### src/rtl/maxpool_2x2_sched.sv
// maxpool_2x2_sched
//   Schedules 2x2 / stride-2 max pooling with a folded ReLU over a conv feature
//   map streamed row-major, one pixel per beat. Even rows are parked in a
//   one-row line buffer. On odd rows each 2x2 window is closed on its odd
//   column, and max(a, b, c, d, 0) is emitted as one registered pooled pixel.
//
// Parameters
//   DATA_W  pixel width, signed two's complement
//   IMG_W   input map width  (even, >= 2)
//   IMG_H   input map height (even, >= 2)
//
// Ports
//   clk, rst_n          clock / asynchronous active-low reset
//   start               1-cycle frame start pulse (ignored while busy)
//   busy                frame in progress
//   done                1-cycle pulse once the final pooled pixel is taken
//   in_data/valid/ready input pixel stream
//   out_data/valid/ready/last
//                       pooled pixel stream; last marks the final window

module maxpool_2x2_sched #(
  parameter int DATA_W = 18,
  parameter int IMG_W  = 28,
  parameter int IMG_H  = 28
) (
  input  logic              clk,
  input  logic              rst_n,
  input  logic              start,
  output logic              busy,
  output logic              done,
  input  logic [DATA_W-1:0] in_data,
  input  logic              in_valid,
  output logic              in_ready,
  output logic [DATA_W-1:0] out_data,
  output logic              out_valid,
  input  logic              out_ready,
  output logic              out_last
);

  localparam int COL_W = $clog2(IMG_W);
  localparam int ROW_W = (IMG_H / 2 > 1) ? $clog2(IMG_H / 2) : 1;

  typedef enum logic [1:0] {
    IDLE,
    FILL,
    POOL,
    DRAIN
  } state_t;

  state_t state;

  logic [COL_W-1:0] col;
  logic [ROW_W-1:0] rowpair;

  logic [DATA_W-1:0] lbuf [IMG_W];
  logic [DATA_W-1:0] hold_c;

  logic in_fire;
  logic out_fire;
  logic last_col;
  logic last_rowpair;
  logic pool_fire;

  logic [COL_W-1:0]         col_even;
  logic signed [DATA_W-1:0] win_a;
  logic signed [DATA_W-1:0] win_b;
  logic signed [DATA_W-1:0] win_c;
  logic signed [DATA_W-1:0] win_d;
  logic signed [DATA_W-1:0] max_ab;
  logic signed [DATA_W-1:0] max_cd;
  logic signed [DATA_W-1:0] max_all;
  logic [DATA_W-1:0]        pooled;

  // POOL stalls input only while a result is parked and downstream is not taking it,
  // so a new result can overwrite the register on the same edge it is consumed.
  always_comb begin
    in_ready = 1'b0;
    case (state)
      FILL:    in_ready = 1'b1;
      POOL:    in_ready = !out_valid || out_ready;
      default: in_ready = 1'b0;
    endcase
  end

  assign in_fire      = in_valid && in_ready;
  assign out_fire     = out_valid && out_ready;
  assign last_col     = (col == COL_W'(IMG_W - 1));
  assign last_rowpair = (rowpair == ROW_W'(IMG_H / 2 - 1));
  assign pool_fire    = (state == POOL) && in_fire && col[0];

  // Window: a, b from the buffered even row; c held from the even column of
  // the odd row; d is the pixel arriving now.
  assign col_even = col & ~COL_W'(1);
  assign win_a    = $signed(lbuf[col_even]);
  assign win_b    = $signed(lbuf[col]);
  assign win_c    = $signed(hold_c);
  assign win_d    = $signed(in_data);

  assign max_ab  = (win_a > win_b) ? win_a : win_b;
  assign max_cd  = (win_c > win_d) ? win_c : win_d;
  assign max_all = (max_ab > max_cd) ? max_ab : max_cd;
  assign pooled  = max_all[DATA_W-1] ? '0 : max_all;

  // Line buffer carries no reset; it is fully rewritten by every FILL row.
  always_ff @(posedge clk) begin
    if (state == FILL && in_fire) begin
      lbuf[col] <= in_data;
    end
  end

  always_ff @(posedge clk or negedge rst_n) begin
    if (!rst_n) begin
      state     <= IDLE;
      col       <= '0;
      rowpair   <= '0;
      hold_c    <= '0;
      busy      <= 1'b0;
      done      <= 1'b0;
      out_data  <= '0;
      out_valid <= 1'b0;
      out_last  <= 1'b0;
    end else begin
      done <= 1'b0;

      if (out_fire) begin
        out_valid <= 1'b0;
        out_last  <= 1'b0;
      end
      if (pool_fire) begin
        out_valid <= 1'b1;
        out_data  <= pooled;
        out_last  <= last_col && last_rowpair;
      end

      case (state)
        IDLE: begin
          if (start) begin
            state   <= FILL;
            col     <= '0;
            rowpair <= '0;
            busy    <= 1'b1;
          end
        end

        FILL: begin
          if (in_fire) begin
            if (last_col) begin
              col   <= '0;
              state <= POOL;
            end else begin
              col <= col + 1'b1;
            end
          end
        end

        POOL: begin
          if (in_fire) begin
            if (!col[0]) begin
              hold_c <= in_data;
            end
            if (last_col) begin
              col <= '0;
              if (last_rowpair) begin
                state <= DRAIN;
              end else begin
                rowpair <= rowpair + 1'b1;
                state   <= FILL;
              end
            end else begin
              col <= col + 1'b1;
            end
          end
        end

        DRAIN: begin
          if (!out_valid || out_fire) begin
            done  <= 1'b1;
            busy  <= 1'b0;
            state <= IDLE;
          end
        end

        default: state <= IDLE;
      endcase
    end
  end

endmodule

### config.mk
export PLATFORM = sky130hd
export DESIGN_NAME = maxpool_2x2_sched
export DESIGN_NICKNAME = d
export VERILOG_FILES = /design/src/rtl/maxpool_2x2_sched.sv
export SDC_FILE = /design/constraint.sdc
export NUM_CORES = 1
export LEC_CHECK = 0
export CAP_MARGIN = 40
export CORE_ASPECT_RATIO = 2
export CORE_MARGIN = 2
export CORE_UTILIZATION = 36
export CTS_CLUSTER_DIAMETER = 120
export DETAILED_ROUTE_END_ITERATION = 10
export GPL_ROUTABILITY_DRIVEN = 0
export PLACE_DENSITY = 0.58
export SETUP_SLACK_MARGIN = 0.15
export SLEW_MARGIN = 5
export SYNTH_ARGS = -nofsm -noshare
export SYNTH_HDL_FRONTEND = slang
export SYNTH_SLANG_ARGS = --single-unit
### constraint.sdc
create_clock -name clk -period 6.8 [get_ports clk]
set_clock_uncertainty 0.05 [all_clocks]
set_input_delay 0.68 -clock clk [delete_from_list [all_inputs] [get_ports clk]]
set_output_delay 0.68 -clock clk [all_outputs]
set_load 0.005 [all_outputs]
==> results.py <==
metrics = {
    "outcome": {
        "run_status": "finished clean",
    },
    "power_and_ir_drop": {
        "switching_fraction_of_total_power": 0.351,
        "comb_power_share": 0.419,
        "peakVddDrop_mv": 0.420,
        "design_power_total_mw": 11.5,
        "p_seq_frac": 0.348,
        "cellLeakagePower_nw": 10.1,
        "power.net_switching_mw": 4.04,
        "power.density_mw_per_mm2": 384,
        "power.share.clock": 0.234,
        "power_report.internal_total_mw": 7.46,
    },
    "timing": {
        "finalCriticalPeriod_ns": 6.32,
        "relSlewSlack": 0.304,
        "finalSetupViolCount": 0,
        "worst_slew_pin_slew_ns": 1.04,
        "final_min_period_over_clock_period": 0.930,
        "unrepaired_setup_endpoints_after_global_routing": "no",
        "hold-worst-slack_ns": 0.144,
        "fmaxAchievable_mhz": 158,
        "totalNegativeSetupSlack_ns": 0,
        "timing_max_transition_violations_final": 0,
        "hold_fails_final_rpt": 0,
    },
    "clock_network": {
        "clkTransAtPathRegs_ns": 0.08,
        "root_buffer": "clkbuf_16",
        "tritoncts": "built",
        "numClockSinks": 554,
        "clock_buffers_created_by_tritoncts": 44,
        "clock_insertion_delay_worst_skew_ns": 0.60,
        "ctsHtreeMaxLevel": 2,
        "cts.path.max_buffers": 3,
    },
    "synth": {
        "seq_total_area_yosys": 0.639,
        "synth_nets": 1677,
        "syn_area_mm2": 0.0256,
        "yosys-top-cells-area": "edfxtp_1, mux4_2, dfrtp_1, mux2i_1, ha_1",
        "synth.top_cell.area_share": 0.590,
        "synth.ff_latch_count": 554,
        "yosys_most_used_dff": "edfxtp_1",
        "synth_largest_area_cell": "edfxtp_1",
        "synth_edf_count": 504,
        "yosysWarningCount": 0,
        "synth_cells": 1590,
        "async_flop_share": 0.0903,
        "syn_area_per_cell_um2": 16.1,
        "synth.distinct_cells": 59,
    },
    "worst_setup_path": {
        "timing_worst_setup_path_type": "flip-flop to flip-flop",
        "arrival_ns": 6.74,
        "type_of_destination_of_the_critical_path": "flip-flop",
        "regToRegStartpoint": "col[3]",
        "startpoint": "col[3]",
        "worst_r2r_endpoint": "out_data[2]",
        "rrSetupSlack_ns": 0.48,
        "ff2ff_path_depth": 23,
        "cp_max_fo": 17,
        "cp_data_required_time_ns": 7.22,
        "timing.critical_path.from_type": "flip-flop",
    },
    "cells_and_area": {
        "finalNonFillerCells": 2695,
        "final_layout_size_suffix_gt1_frac": 0.267,
        "final_core_utilization": 0.424,
        "nFillCells": 6247,
        "area_growth_syn_to_layout_pct": 16.7,
        "layout.nets": 1835,
    },
    "grt": {
        "grt_start_max_net_pins": 51,
        "gr-usage-all-layers": 0.215,
        "antenna_found_initial": 1,
        "gr-total-overflow": 0,
        "first_global_vias": 16366,
        "grt_first_pass_wirelength_um": 112000,
    },
    "routing": {
        "routedWlPerCell_um": 29.4,
        "wirelength_um": 79200,
        "routed-via-count": 15623,
        "post_drt_via_cell_ratio": 5.80,
        "detail_route.drc_violations": 0,
        "firstDrtPassIters": 7,
        "initial_drc_count": 1303,
        "final_antenna_net_count": 0,
    },
    "die": {
        "initial_core_util": 0.363,
        "die_width_um": 193,
        "design.portCount": 46,
        "die_h_um": 381,
        "std_cell_rows": 138,
        "core_region_area_mm2": 0.0706,
        "total_die_area_mm2": 0.0735,
    },
    "placed_design": {
        "io_buffer_count": 44,
        "placed_cells_incl_taps": 2602,
        "post-dp-hpwl_um": 56800,
    },
    "run": {
        "cap_violations": 0,
    },
    "min_path": {
        "min_path_type": "input port to asynchronous set/reset pin",
    },
}
## worst max path at each step
stage	to	slack, ns	cells after the start
5_1_grt	out_data[16]	0.16	25
3_3_place_gp	out_data[2]	0.27	24
6_report	out_data[2]	0.48	23
4_1_cts	out_data[3]	0.16	24
3_5_place_dp	out_data[2]	0.25	25
2_1_floorplan	out_data[10]	0.36	23
## cells in the mapped netlist, types with 27 or more instances
library cell,n
edfxtp_1,504
nor2_1,49
clkbuf_1,52
dfrtp_1,50
inv_1,50
ha_1,64
mux4_2,143
buf_2,34
mux2_2,27
nand2_1,83
o21ai_0,61
a21oi_1,68
a22oi_1,31
mux2i_1,92
## critical path, stage by stage, from the launching register on
cell       delay [ns]
dfrtp_2          0.48
nor2b_2          0.74
nand2_1          0.50
o22ai_1          0.25
nor4_1           0.10
buf_4            0.19
inv_1            0.06
ha_1             0.23
a211oi_1         0.24
nor2_1           0.09
a2111oi_2        0.37
buf_4            0.18
o21a_1           0.12
buf_4            0.14
o21ai_0          0.11
and2_1           0.19
ha_1             0.29
a21o_1           0.15
a2111oi_0        0.52
and3b_1          0.27
a31oi_1          0.11
a31o_1           0.27
buf_12           0.17
o41ai_1          0.38
## layout by cell type (no fill, tap or decap), types with 18 or more instances in the layout
cell / Yosys / final
edfxtp_1: 504 / 504
buf_4: 3 / 147
mux4_2: 143 / 143
mux2i_1: 92 / 90
nand2_1: 83 / 81
a21oi_1: 68 / 65
ha_1: 64 / 64
o21ai_0: 61 / 61
inv_1: 50 / 50
clkbuf_16: 0 / 46
dfrtp_1: 50 / 45
clkdlybuf4s50_1: 0 / 43
a22oi_1: 31 / 31
mux2_2: 27 / 27
nor2_1: 49 / 25
nand3_1: 24 / 24
nor2_2: 0 / 24
o22ai_1: 23 / 23
and2_1: 20 / 20
a31oi_1: 18 / 18
## sequential cells by signal (all words and copies together), names as in the netlist, 2 cells and up
register and count:
lbuf 504, rowpair 4, hold_c 18, state 2, out_data 17, col 5
## power groups by stage
stage          registers (mW)  clock network (mW)  logic [mW]
2_1_floorplan            4.02                   0        2.78
3_3_place_gp             4.09                   0        4.60
3_5_place_dp             4.09                   0        4.69
4_1_cts                  4.01                2.73        4.71
5_1_grt                  4.01                2.84        5.23
6_report                 4.00                2.69        4.81
## logic make-up (layout without fill, tap and decap cells)
kind of cell,after synthesis,count (layout),synth area share
flops,554,554,0.639
compound gates,309,309,0.0819
mux,264,264,0.175
simple gates,245,245,0.0461
buf+inv,151,345,0.0254
fa+ha+maj,64,64,0.0312
xor+xnor,2,2,0.000683
other cells,1,2,0.000146
## repair_timing
item	4_1_cts	5_1_grt
setup endpoints to repair	0	17
gates resized for setup	0	18
hold buffers	0	0
setup buffers	0	8
## per-layer routing
metal	share of wire	global-route usage	vias up
met1	0.33	0.218	8098
li1	-	-	6736
met3	0.047	0.0250	211
met2	0.54	0.397	578
met4	0.083	0.157	0
met5	0	0	-
## stage by stage
stage               worst slack, ns  area [um^2]
detailed placement            0.250        28200
global route                  0.158        29900
CTS                           0.157        29700
floorplan                     0.361        25600
finish                        0.477        29900
global placement              0.267        28200
## final cells by class
cell class	instances	area (um^2)	area share
Sequential cell	554	16400	0.548
Multi-Input combinational cell	885	8770	0.293
Timing Repair Buffer	212	1940	0.0650
Tap cell	910	1140	0.0380
Clock buffer	48	1120	0.0373
Clock inverter	34	359	0.0120
Inverter	51	191	0.00640
Antenna cell	1	2.50	0.0000836
No activity file was read; power rests on OpenSTA's default activity.
